[src/rtl/pipe_hazard_ctrl.sv]
// Hazard/stall controller for the 5-stage pipeline.
// Load-use, branch flush, dmem freeze, watchdog, stats.
module pipe_hazard_ctrl #(
  parameter int CNT_W       = 16,
  parameter int MEM_TIMEOUT = 16
) (
  input  logic             clk,
  input  logic             rst,
  input  logic [4:0]       id_rs,
  input  logic [4:0]       id_rt,
  input  logic             id_uses_rt,
  input  logic [4:0]       ex_rt,
  input  logic             ex_mem_read,
  input  logic             branch_taken,
  input  logic             dmem_busy,
  output logic             pc_write,
  output logic             ifid_write,
  output logic             ifid_flush,
  output logic             idex_write,
  output logic             idex_bubble,
  output logic             exmem_write,
  output logic             memwb_write,
  output logic [1:0]       state,
  output logic             mem_fault,
  output logic [CNT_W-1:0] stall_cnt,
  output logic [CNT_W-1:0] flush_cnt
);

  localparam int WW = (MEM_TIMEOUT > 2) ? $clog2(MEM_TIMEOUT) : 1;
  localparam logic [WW-1:0] WAIT_LAST = WW'(MEM_TIMEOUT - 1);
  localparam logic [CNT_W-1:0] CNT_MAX = '1;

  typedef enum logic [1:0] {
    RUN      = 2'b00,
    LU_STALL = 2'b01,
    MEM_WAIT = 2'b10,
    FAULT    = 2'b11
  } state_t;

  state_t          cur, nxt;
  logic [WW-1:0]   wait_cnt;
  logic            load_use;

  assign state = cur;

  assign load_use = ex_mem_read && (ex_rt != 5'd0) &&
                    ((ex_rt == id_rs) ||
                     (id_uses_rt && (ex_rt == id_rt)));

  // Prioritised control decode and next-state selection
  always_comb begin
    pc_write    = 1'b1;
    ifid_write  = 1'b1;
    ifid_flush  = 1'b0;
    idex_write  = 1'b1;
    idex_bubble = 1'b0;
    exmem_write = 1'b1;
    memwb_write = 1'b1;
    nxt         = RUN;
    if (cur == FAULT) begin
      pc_write    = 1'b0;
      ifid_write  = 1'b0;
      idex_write  = 1'b0;
      exmem_write = 1'b0;
      memwb_write = 1'b0;
      nxt         = FAULT;
    end else if (dmem_busy) begin
      pc_write    = 1'b0;
      ifid_write  = 1'b0;
      idex_write  = 1'b0;
      exmem_write = 1'b0;
      memwb_write = 1'b0;
      nxt = (wait_cnt == WAIT_LAST) ? FAULT : MEM_WAIT;
    end else if (load_use) begin
      // ID is held, so a coincident branch is seen again next cycle
      pc_write    = 1'b0;
      ifid_write  = 1'b0;
      idex_bubble = 1'b1;
      nxt         = LU_STALL;
    end else if (branch_taken) begin
      ifid_flush  = 1'b1;
    end
  end

  // State register
  always_ff @(posedge clk or posedge rst) begin
    if (rst) cur <= RUN;
    else     cur <= nxt;
  end

  // Consecutive-busy watchdog counter; any idle cycle restarts it
  always_ff @(posedge clk or posedge rst) begin
    if (rst)
      wait_cnt <= '0;
    else if (!dmem_busy)
      wait_cnt <= '0;
    else if (cur != FAULT && wait_cnt != WAIT_LAST)
      wait_cnt <= wait_cnt + 1'b1;
  end

  // Sticky fault flag, set on the transition into FAULT
  always_ff @(posedge clk or posedge rst) begin
    if (rst)               mem_fault <= 1'b0;
    else if (nxt == FAULT) mem_fault <= 1'b1;
  end

  // Saturating stall counter (freeze or load-use, not FAULT)
  always_ff @(posedge clk or posedge rst) begin
    if (rst)
      stall_cnt <= '0;
    else if (cur != FAULT && !pc_write && stall_cnt != CNT_MAX)
      stall_cnt <= stall_cnt + 1'b1;
  end

  // Saturating flush counter
  always_ff @(posedge clk or posedge rst) begin
    if (rst)
      flush_cnt <= '0;
    else if (ifid_flush && flush_cnt != CNT_MAX)
      flush_cnt <= flush_cnt + 1'b1;
  end

endmodule

[config.mk]
export PLATFORM = sky130hd
export DESIGN_NAME = pipe_hazard_ctrl
export DESIGN_NICKNAME = d
export VERILOG_FILES = /design/src/rtl/pipe_hazard_ctrl.sv
export SDC_FILE = /design/constraint.sdc
export NUM_CORES = 1
export LEC_CHECK = 0
export CAP_MARGIN = 10
export CORE_ASPECT_RATIO = 0.7
export CORE_UTILIZATION = 47
export CTS_CLUSTER_SIZE = 25
export DETAILED_ROUTE_END_ITERATION = 10
export GPL_ROUTABILITY_DRIVEN = 0
export HOLD_SLACK_MARGIN = 0.08
export PLACE_DENSITY = 0.78
export SETUP_SLACK_MARGIN = 0.4
export SYNTH_ARGS = -nofsm -noshare
export SYNTH_HDL_FRONTEND = slang
export SYNTH_SLANG_ARGS = --single-unit
[constraint.sdc]
create_clock -name clk -period 2.2 [get_ports clk]
set_input_delay 0.22 -clock clk [delete_from_list [all_inputs] [get_ports clk]]
set_output_delay 0.22 -clock clk [all_outputs]
set_load 0.02 [all_outputs]
# [Yosys cells after proc, flatten, opt, wreduce, memory -nomap -nowiden]
# Index checks and enable logic that the tools add are counted.
[op_classes] n_reduce_logical=10 muxes=18 n_eq_ne=10 add_sub_neg=3
[op_table] cell="16-bit by 1-bit adder with 16-bit output (second input constant)" count=2
[op_table] cell="16-bit inequality test (second input constant)" count=2
[op_table] cell="1-bit 2-to-1 mux" count=14
[op_table] cell="5-bit == test" count=2
[op_table] cell="4-bit 2-to-1 mux" count=2
[op_table] cell="1-bit logical AND" count=7
[op_table] cell="5-bit nonzero test" count=1
[op_table] cell="4-bit by 1-bit adder with 4-bit output (second input constant)" count=1
[op_table] cell="2-bit == test (second input constant)" count=2
[op_table] cell="4-bit == test (second input constant)" count=1
[op_table] cell="2-bit 2-to-1 mux" count=2
[op_table] cell="4-bit inequality test (second input constant)" count=1
[op_table] cell="2-bit by 1-bit inequality test with 1-bit output (second input constant)" count=1
[op_table] cell="2-bit inequality test (second input constant)" count=1
[op_table] cell="1-bit zero test" count=1
[op_table] cell="1-bit logical OR" count=1
[totals] out_inout_bits=42 in_bits=21 word_cells=46 register_bits=39

# [Longest topological paths before layout]
[logic_depth] depth_word=10 ltp_mapped=7

# [Worst setup path before layout]
# OpenSTA, ideal clock, no wires.
[synth_timing] kind="reg-to-reg" startpoint="register stall_cnt[8]" endpoint="register stall_cnt[1]" synth_period_minus_slack_ps=1957 path_slack_ps=243 t_required_ps=2072 n_path_buf=0 path_stages_with_launch=7 arrival_time_ps=1830 cell_sequence="dfrtp_1 > and4_4 > and3_4 > nand2_2 > o32a_4 > nand3_2 > mux2_1"
[synth_between] elab_chain_len=2
[synth_lines] element="from (decl)" line="25" rtl="output logic [CNT_W-1:0] stall_cnt,"
[synth_lines] element="from (signal assigned)" line="112" rtl="stall_cnt <= stall_cnt + 1'b1;"
[synth_lines] element="16-bit inequality test" line="111" rtl="else if (cur != FAULT && !pc_write && stall_cnt != CNT_MAX)"
[synth_lines] element="1-bit logical AND" line="111"
# Every way passes these cells.
# A chain may end at the register's enable or synchronous reset.

# [Worst setup path in the final report]
[layout_timing] startpoint="register stall_cnt[10]" endpoint="register stall_cnt[1]"
# Same word-level chain as after synthesis.

==> flow_summary_export.csv <==
group,metric,value,unit
sta,tightest_slew,0.498,ns
setup_path,r2r_end,"stall_cnt[1]$_DFFE_PP0P_",
setup_path,crit_required,2.38,ns
floorplan,rows,20,
floorplan,initial_utilization,0.497,
drt,vias_per_cell,5.25,
placed_design,place_hpwl,3500,µm
sta,rsz0062_at_grt,"true",
clocking,cts_sinks,39,
sta,hold_viol_final,0,
sta,hold_ws,0.337,ns
global_route,grt_antenna_before_repair,0,
drt,drcViolationCount,0,
run,cap_violations,0,
status,status,"completed",
global_route,grtUsageTotal,0.220,
clocking,worst_skew_pair.late_latency,0.29,ns
global_route,grt_max_degree,40,
placed_design,place_ws,-0.400,ns
hold_path,hold_class,"in2async",
sta,fmax,568,MHz
final_layout,area_delta_synth_final,47.3,%
setup_path,start_kind,"register",
sta,worst_slack,0.438,ns
floorplan,dieArea,4910,µm²
setup_path,rr_startpoint,"stall_cnt[10]$_DFFE_PP0P_",
synth,postSynthCellCount,203,
power,irDropWorstVdd,0.334,mV
sta,finalSetupViolCount,0,
clocking,clock_tree.root_cell,"clkbuf_8",
final_layout,final_area,3200,µm²
sta,finalCriticalPeriod,1.76,ns
final_layout,seqCellArea,987,µm²
drt,routedWlPerCell,15.1,µm
drt,routed_wl,5300,µm
clocking,htree_levels,2,
sta,finClkSkew,0.00567,ns
floorplan,ioPinCount,63,
setup_path,r2r_slack,0.44,ns
final_layout,drive_gt1_frac,0.294,
power,p_leak,1.36,nW
sta,finalMaxSlewViolations,0,
setup_path,critPathArrivalTime,1.94,ns
final_layout,antennaDiodeCount,0,
synth,ys_ff_latch,39,
clocking,postCtsHoldBufs,0,
global_route,grt_pass1_wl,8350,µm
drt,drt_iter0_drc,100,
synth,syn_area_per_cell,10.7,µm²
setup_path,path_class,"reg2reg",
drt,ant_nets,0,
clocking,cts.clk_slew.worst_paths,0.08,ns
synth,syn_area,2170,µm²
drt,num_vias,1841,
placed_design,dpl_cell_area,2960,µm²
synth,syn_nets,227,
final_layout,multi_input_area,1180,µm²
floorplan,fp.dieH,58.9,µm
setup_path,cp-end-kind,"register",
clocking,cts_max_path_buffers,2,
sta,relSlewSlack,0.668,
final_layout,fin_nets,319,
drt,drt_pass1_iterations,5,
setup_path,crit_fanout,4,
synth,ys_types,40,
synth,yosys_warnings,0,
final_layout,nFillCells,342,
setup_path,reg2regPathDepth,6,
placed_design,portBuffers,62,
synth,ys_seq_area_frac,0.449,
clocking,cts_buffers,5,
global_route,overflow,0,
final_layout,final_common_cell,"clkdlybuf4s50_1",
floorplan,core_area,4380,µm²
final_layout,mostFrequentLayoutCells,"clkdlybuf4s50_1, xnor2_1, dfrtp_1",
floorplan,die_width,83.3,µm
clocking,cts_tree,"done",
global_route,grt_pass1_vias,1733,
sta,fin_crit_sh,0.801,
power,powerDensity,414,nW/µm²
-- metrics by stage --
stage	setup TNS [ns]	total power [W]	utilization	instances
3_3_place_gp	-2.24	0.000852	0.675	327
2_1_floorplan	0	0.000785	-	203
4_1_cts	0	0.00133	0.706	342
6_report	0	0.00133	0.731	351
5_1_grt	0	0.00139	0.731	351
3_5_place_dp	-3.80	0.000854	0.675	327
-- flip-flops by register name, indices dropped and copies added (netlist names) --
name	flops
state	2
mem_fault	1
wait_cnt	4
stall_cnt	16
flush_cnt	16
-- critical path, cell delays in order (launching register included) --
cell     delay, ns
dfrtp_2       0.41
and4_4        0.24
and3_4        0.19
nand2_2       0.06
o32a_4        0.33
nand3_2       0.10
mux2_1        0.32
-- logic make-up after synthesis --
kind of cell | count (synthesis) | share of synthesized area
and+or+nand+nor | 97 | 0.276
xor gates and xnor gates | 42 | 0.169
DFF | 39 | 0.449
buffers and inverters | 10 | 0.0316
AOI/OAI and AO/OA | 9 | 0.0403
muxes | 3 | 0.0167
adders and majority gates | 3 | 0.0173
-- worst max path at each step --
stage | startpoint | end | slack [ns] | cells after the start
2_1_floorplan | stall_cnt[5]$_DFFE_PP0P_ | stall_cnt[1]$_DFFE_PP0P_ | 0.37 | 5
3_3_place_gp | ex_rt[1] | ifid_flush | -0.39 | 6
3_5_place_dp | ex_rt[1] | ifid_flush | -0.40 | 6
4_1_cts | stall_cnt[2]$_DFFE_PP0P_ | stall_cnt[1]$_DFFE_PP0P_ | 0.39 | 5
5_1_grt | id_rs[0] | pc_write | 0.37 | 6
6_report | stall_cnt[10]$_DFFE_PP0P_ | stall_cnt[1]$_DFFE_PP0P_ | 0.44 | 6
-- per-layer routing --
metal / GRT usage / share of wire / up-vias
met3: 0.0743 / 0.061 / 6
met5: 0 / 0 / -
met2: 0.338 / 0.45 / 63
li1: - / - / 902
met4: 0.0468 / 0.0072 / 0
met1: 0.307 / 0.49 / 870
-- final cells by class --
| type | count | share of cell area |
|---|---|---|
| repair buffers | 93 | 0.271 |
| clock buffers | 6 | 0.0227 |
| flip-flops and latches | 39 | 0.308 |
| clock inverters | 2 | 0.00391 |
| well taps | 55 | 0.0215 |
| multi-input cells | 154 | 0.370 |
| inverters | 2 | 0.00234 |
-- cell usage after synthesis, drive strengths merged --
cell type   n  area [µm²]
xor2        8        70.1
o32a        1        22.5
o21bai      1        7.51
nor4        1        6.26
a21oi       2        10.0
and3       11        73.8
nand4b      1        15.0
nand3b      1        7.51
mux2i       1        10.0
nand4      15        93.8
nand2      14        62.6
dfrtp      39         976
nand2b      1        6.26
and4        4        37.5
a21bo       1        16.3
a32oi       1        8.76
nor3        7        35.0
ha          3        37.5
o211ai      1        7.51
o21a        2        15.0
and2        6        37.5
nor2b       3        18.8
nand3      25         170
inv         2        7.50
xnor2      34         298
nor2        7        28.8
or4         1        7.51
clkbuf      1        3.75
mux2        2        26.3
buf         7        57.6
-- repair_timing --
item	4_1_cts	5_1_grt
cloned	0	1
resized for setup	59	12
buffers inserted	7	8
endpoints found under the setup margin	38	14
pin swaps	11	12
-- report_power, final --
part	leakage, nW	internal, W	switching [W]
clock	0.0412	0.000222	0.000255
combinational	0.803	0.0000703	0.0000639
sequential	0.514	0.000716	0.000000000000200
Power figures use the tool's default switching activity.
